[config.mk]
export PLATFORM = sky130hd
export DESIGN_NAME = stopwatch_lap
export DESIGN_NICKNAME = d
export VERILOG_FILES = /design/src/rtl/stopwatch_lap.sv
export SDC_FILE = /design/constraint.sdc
export NUM_CORES = 1
export LEC_CHECK = 0
export BUFFER_PORTS_ARGS = -buffer_cell sky130_fd_sc_hd__buf_2
export CAP_MARGIN = 20
export CORE_AREA = 2 2 148 208
export CTS_CLUSTER_DIAMETER = 150
export CTS_CLUSTER_SIZE = 40
export DETAILED_ROUTE_END_ITERATION = 6
export DIE_AREA = 0 0 150 210
export SLEW_MARGIN = 20
export SYNTH_ARGS = -nofsm -noshare
export SYNTH_HDL_FRONTEND = slang
export SYNTH_SLANG_ARGS = --single-unit
[constraint.sdc]
create_clock -name clk -period 4.82 [get_ports clk]
set_input_delay 0.964 -clock clk [delete_from_list [all_inputs] [get_ports clk]]
set_output_delay 0.964 -clock clk [all_outputs]
set_load 0.05 [all_outputs]
[src/rtl/stopwatch_lap.sv]
// MM:SS stopwatch with four 7-segment digit outputs and a lap-time buffer.
// Time advances one second every TICK_CYCLES clocks while running; laps read back as BCD.
module stopwatch_lap #(
  parameter int TICK_CYCLES    = 50000000,
  parameter int LAP_DEPTH      = 8,
  parameter bit SEG_ACTIVE_LOW = 1'b1
) (
  input  logic                         clk,
  input  logic                         rst,
  input  logic                         start,
  input  logic                         pause,
  input  logic                         clear,
  input  logic                         lap_store,
  input  logic                         rd_en,
  input  logic [$clog2(LAP_DEPTH)-1:0] rd_addr,
  output logic [15:0]                  rd_data,
  output logic                         rd_valid,
  output logic [6:0]                   sec1,
  output logic [6:0]                   sec2,
  output logic [6:0]                   min1,
  output logic [6:0]                   min2,
  output logic                         tick,
  output logic                         wrap,
  output logic                         running,
  output logic [$clog2(LAP_DEPTH):0]   lap_count,
  output logic                         lap_full,
  output logic                         lap_ovf
);

  localparam int              AW         = $clog2(LAP_DEPTH);
  localparam int              PW         = $clog2(TICK_CYCLES);
  localparam logic [PW-1:0]   PRESC_LAST = PW'(TICK_CYCLES - 1);
  localparam logic [AW:0]     LAP_MAX    = (AW+1)'(LAP_DEPTH);

  typedef enum logic [1:0] {IDLE, RUN, PAUSE} state_t;

  state_t        state, state_nxt;
  logic [PW-1:0] presc;
  logic [3:0]    d_sec1, d_sec2, d_min1, d_min2;
  logic [15:0]   time_bcd;
  logic [15:0]   lap_mem [LAP_DEPTH];
  logic          lap_req;

  // NOTE: sequential state uses non-blocking assignments so every register samples pre-edge values.
  always_ff @(posedge clk or negedge rst) begin
    if (!rst) state <= IDLE;
    else      state <= state_nxt;
  end

  // NOTE: every combinational output gets a default first, so no path can infer a latch.
  always_comb begin
    state_nxt = state;
    if (clear) begin
      state_nxt = IDLE;
    end else begin
      case (state)
        IDLE:    if (start) state_nxt = RUN;
        RUN:     if (pause) state_nxt = PAUSE;
        PAUSE:   if (start) state_nxt = RUN;
        default: state_nxt = IDLE;
      endcase
    end
  end

  always_comb begin
    running = 1'b0;
    tick    = 1'b0;
    wrap    = 1'b0;
    if (state == RUN) begin
      running = 1'b1;
      tick    = (presc == PRESC_LAST);
      wrap    = tick && d_sec1 == 4'd9 && d_sec2 == 4'd5 && d_min1 == 4'd9 && d_min2 == 4'd5;
    end
  end

  // Prescaler and BCD time; IDLE always holds 00:00 with the prescaler at zero.
  always_ff @(posedge clk or negedge rst) begin
    if (!rst) begin
      presc  <= '0;
      d_sec1 <= '0;
      d_sec2 <= '0;
      d_min1 <= '0;
      d_min2 <= '0;
    end else if (clear || state == IDLE) begin
      presc  <= '0;
      d_sec1 <= '0;
      d_sec2 <= '0;
      d_min1 <= '0;
      d_min2 <= '0;
    end else if (state == RUN) begin
      if (tick) begin
        presc <= '0;
        if (d_sec1 != 4'd9) begin
          d_sec1 <= d_sec1 + 4'd1;
        end else begin
          d_sec1 <= '0;
          if (d_sec2 != 4'd5) begin
            d_sec2 <= d_sec2 + 4'd1;
          end else begin
            d_sec2 <= '0;
            if (d_min1 != 4'd9) begin
              d_min1 <= d_min1 + 4'd1;
            end else begin
              d_min1 <= '0;
              d_min2 <= (d_min2 == 4'd5) ? 4'd0 : d_min2 + 4'd1;
            end
          end
        end
      end else begin
        presc <= presc + 1'b1;
      end
    end
  end

  assign time_bcd = {d_min2, d_min1, d_sec2, d_sec1};
  assign lap_req  = lap_store && !clear && state != IDLE;
  assign lap_full = (lap_count == LAP_MAX);

  always_ff @(posedge clk or negedge rst) begin
    if (!rst) begin
      lap_count <= '0;
      lap_ovf   <= 1'b0;
    end else if (clear) begin
      lap_count <= '0;
      lap_ovf   <= 1'b0;
    end else if (lap_req) begin
      if (lap_full) lap_ovf   <= 1'b1;
      else          lap_count <= lap_count + 1'b1;
    end
  end

  // NOTE: the buffer has no reset; reads beyond lap_count are masked to zero instead.
  always_ff @(posedge clk) begin
    if (lap_req && !lap_full) lap_mem[lap_count[AW-1:0]] <= time_bcd;
  end

  always_ff @(posedge clk or negedge rst) begin
    if (!rst) begin
      rd_valid <= 1'b0;
      rd_data  <= '0;
    end else begin
      rd_valid <= rd_en;
      if (rd_en) rd_data <= ({1'b0, rd_addr} < lap_count) ? lap_mem[rd_addr] : 16'h0000;
    end
  end

  function automatic logic [6:0] seg_encode(input logic [3:0] d);
    logic [6:0] s;
    case (d)
      4'd0:    s = 7'b1111110;
      4'd1:    s = 7'b0110000;
      4'd2:    s = 7'b1101101;
      4'd3:    s = 7'b1111001;
      4'd4:    s = 7'b0110011;
      4'd5:    s = 7'b1011011;
      4'd6:    s = 7'b1011111;
      4'd7:    s = 7'b1110000;
      4'd8:    s = 7'b1111111;
      4'd9:    s = 7'b1111011;
      default: s = 7'b0000001;
    endcase
    return SEG_ACTIVE_LOW ? ~s : s;
  endfunction

  assign sec1 = seg_encode(d_sec1);
  assign sec2 = seg_encode(d_sec2);
  assign min1 = seg_encode(d_min1);
  assign min2 = seg_encode(d_min2);

endmodule

==> metrics.md <==
| Metric | Value |
|---|---|
| Critical path arrival | `about 2.7 ns` |
| Synth warnings | `0` |
| # fillers | `2936` |
| Top FF cell, synth | `edfxtp_1` |
| Crit. End Element | `output pin` |
| 1st-pass router iterations | `4` |
| Reg-to-reg endpoint | `lap_mem[5][9]$_DFFE_PP_` |
| Largest stage delay, worst path | `between 0.5 and 0.6 ns` |
| # setup viols final | `0` |
| Power per Cell Area | `between 300 and 400 nW/um^2` |
| GPL Wtd Cong | `0.806` |
| Asr flop ratio synth | `34.0%` |
| Diode count | `0` |
| DRC Markers | `0` |
| Ports | `64` |
| Vias in the first global route | `5689` |
| Post-CTS Setup Bufs | `0` |
| Final min period | `roughly 3.7 ns` |
| Die Y | `around 210 um` |
| Area grow syn2layout | `15.6%` |
| Initial core utilization | `29.5%` |
| Levels on crit path | `7` |
| H-tree Lvls | `4` |
| Fmax | `~270 MHz` |
| Root Driver | `clkbuf_16` |
| RSZ-0062 raised after global routing | `no` |
| CTS Sinks | `194` |
| Worst slew margin | `37.2%` |
| I/O Buffers | `63` |
| Share of post-route cells with drive strength above 1 | `between 20% and 30%` |
| Hold Path Class | `reg2reg` |
| Initial antenna violation count | `1` |
| Initial DRC count | `321` |
| Most frequent cell on the critical path | `nor2_1` |
| Syn Area/Cell | `around 13 sq um` |
| CP max stage cell | `dfrtp_1` |
| P_leak | `between 3 and 4 nW` |
| Die ar. | `approximately 32000 sq um` |
| Crit Path Class | `reg2out` |
| Worst R2R Setup Slack | `approximately 2.4 ns` |
| Clk_skew | `roughly 0.010 ns` |
| TritonCTS clock tree | `done` |
| Post-layout util | `34.1%` |
| CP startpoint kind | `flop` |
| WHS Path Cells | `2` |
| MaxCap Viol Count | `0` |
| R2R cell count | `4` |
| Number of flops mapped to enable cells by yosys | `between 100 and 150` |
| Final Max Tran Viols | `0` |
| CP delay by family, top | `simple AND/OR/NAND/NOR gates` |
| Setup_tns | `0 ns` |
| Area of the mapped netlist | `~9000 sq um` |
| Crit path max fanout | `14` |
| Layout Nets | `748` |
| Routed len/inst | `roughly 18 um` |
| Routed Antenna Nets | `0` |
| Placed cell count | `around 1100` |
| Dpl hpwl | `approximately 14 mm` |
| CTS resizes | `0` |
| Worst Tran Pin Value | `0.942 ns` |
| # hold bufs at CTS | `0` |
| CP cell instances | `inv_1 > ha_1 > nand3b_1 > nor2_1 > nand4_1 > nor2_1 > buf_2` |
| Width of the die | `about 150 um` |
| Post-route insts no fill | `about 1100` |
| #FFs+latches synth | `194` |
| Worst Path Required | `just under 4 ns` |
| Min-delay src | `rd_data[11]$_DFFE_PN0P_` |
| CTS Buffer Depth | `2` |
| Crit path buf inv count | `2` |
| Clk slew on worst S/H paths | `approximately 0.070 ns` |
| Critical path origin | `d_sec2[1]$_DFFE_PN0P_` |
| Mapped Cells | `about 650` |
| Largest net degree at the start of global routing | `67` |
| Worst r2r src | `state[1]$_DFFE_PN0P_` |
| First-pass GRT wire length | `around 32 mm` |
| Critical path destination | `wrap` |
| Fin crit share | `~76%` |
| Yosys cell types | `between 40 and 50` |
| FP Rows | `between 70 and 80` |
| Routed wire length | `about 20 mm` |
| Total grt overflow | `0` |
| Fin. Hold Viols | `0` |
| Peak supply drop | `approximately 250 uV` |
| Gr usage total | `13.2%` |
| Via count | `around 5500` |
| Clk_lat worst skew | `0.43 ns` |
| Syn nets | `680` |
| Sequential area share after synthesis | `a little over three fifths` |
| Cts bufs inserted | `17` |
| Status | `finished, final reports clean` |
| Core area | `29700 sq um` |
| Via density | `around 4.9` |
## cells by family (layout without fill, tap and decap cells)
group | count (synthesis) | after routing | synth area share [%]
DFF | 194 | 194 | 62.8
and+or+nand+nor | 179 | 179 | 11.0
AOI/OAI and AO/OA | 109 | 109 | 7.15
buffers and inverters | 72 | 153 | 3.36
muxes | 51 | 51 | 10.4
xor gates and xnor gates | 23 | 23 | 2.30
adders and majority gates | 21 | 21 | 3.00
## worst reg2reg max path, stage by stage (launching register included)
cell     delay, ns
dfrtp_1       0.53
o21ba_2       0.33
nand3_1       0.22
nor2_1        0.67
buf_4         0.33
## registers in the layout, indices dropped and copies added (netlist names)
name,cells
presc,26
lap_count,4
rd_data,16
d_sec1,4
lap_mem,128
lap_ovf,1
state,2
d_min2,4
d_min1,4
rd_valid,1
d_sec2,4
## Yosys cell counts, types with 7 or more instances
| master | number | share of area, % |
|---|---|---|
| a21oi_1 | 30 | 1.7 |
| and3_1 | 7 | 0.50 |
| buf_2 | 7 | 0.40 |
| clkbuf_1 | 18 | 0.77 |
| dfrtp_1 | 66 | 19 |
| edfxtp_1 | 128 | 44 |
| ha_1 | 21 | 3.0 |
| inv_1 | 45 | 1.9 |
| mux2i_1 | 19 | 2.2 |
| mux4_2 | 32 | 8.2 |
| nand2_1 | 32 | 1.4 |
| nand3_1 | 24 | 1.4 |
| nand4_1 | 19 | 1.4 |
| nor2_1 | 50 | 2.1 |
| nor3_1 | 9 | 0.51 |
| o21ai_0 | 37 | 2.1 |
| o22ai_1 | 19 | 1.4 |
| xnor2_1 | 12 | 1.2 |
| xor2_1 | 11 | 1.1 |
## per-stage QoR
| step | area [sq um] | worst slack [ns] | hold WS (ns) | power [mW] |
|---|---|---|---|---|
| after detailed placement | 9540 | 1.64 | 0.517 | 1.95 |
| after CTS | 10100 | 1.15 | 0.528 | 3.28 |
| after global routing | 10100 | 0.973 | 0.560 | 3.36 |
| final | 10100 | 1.15 | 0.524 | 3.25 |
| after global placement | 9540 | 1.69 | 0.508 | 1.94 |
| after floorplan | 8750 | 1.17 | 0.485 | 1.90 |
## how the worst min path moves through the flow
| stage | endpoint | slack (ns) |
|---|---|---|
| finish | rd_data[11]$_DFFE_PN0P_ | 0.52 |
| global route | rd_data[2]$_DFFE_PN0P_ | 0.56 |
| CTS | rd_data[11]$_DFFE_PN0P_ | 0.53 |
| detailed placement | rd_data[11]$_DFFE_PN0P_ | 0.52 |
| global placement | presc[23]$_DFFE_PN0P_ | 0.51 |
| floorplan | presc[23]$_DFFE_PN0P_ | 0.48 |
## cell usage in the layout (no fill, tap or decap), types with 3 or more instances in the layout
master / Yosys / routed
inv_6: 0 / 4
and4_4: 3 / 3
buf_4: 0 / 12
xnor2_1: 12 / 12
mux2i_1: 19 / 19
and4_1: 3 / 3
nor2_1: 50 / 50
a22oi_1: 5 / 5
or2_2: 4 / 4
and3_2: 4 / 4
a31oi_1: 6 / 6
nand2_1: 32 / 32
nand3_1: 24 / 24
a21oi_1: 30 / 30
ha_1: 21 / 21
and3_1: 7 / 7
edfxtp_1: 128 / 128
nand2b_1: 3 / 3
mux4_2: 32 / 32
nand4_1: 19 / 19
clkbuf_16: 0 / 17
clkinvlp_4: 0 / 4
dfrtp_1: 66 / 66
nor3_1: 9 / 5
xor2_1: 11 / 11
clkinv_1: 0 / 3
inv_1: 45 / 45
o21ai_0: 37 / 37
o22ai_1: 19 / 19
nor2b_1: 4 / 4
nor4_1: 5 / 4
buf_2: 7 / 63
nor3_2: 1 / 4
## metal layers
metal | routed length (um) | up-vias | track usage, %
met5 | 7 | - | 0
met4 | 381 | 2 | 4.68
met3 | 650 | 28 | 2.66
met2 | 10800 | 92 | 24.1
met1 | 8190 | 2779 | 15.3
li1 | - | 2564 | -
## layout make-up
class | count | area [sq um] | area share (%)
Clock buffer | 17 | 425 | 4.21
Tap cell | 385 | 482 | 4.76
Multi-Input combinational cell | 383 | 2990 | 29.6
Sequential cell | 194 | 5500 | 54.3
Clock inverter | 15 | 131 | 1.30
Inverter | 45 | 169 | 1.67
Timing Repair Buffer | 76 | 417 | 4.12
## where the power goes
part	internal [mW]	switching (mW)	leakage (nW)
sequential	1.77	0.00712	2.32
clock	0.716	0.627	0.261
combinational	0.0422	0.0898	1.40
total	2.53	0.723	3.98
Power figures use the tool's default switching activity.
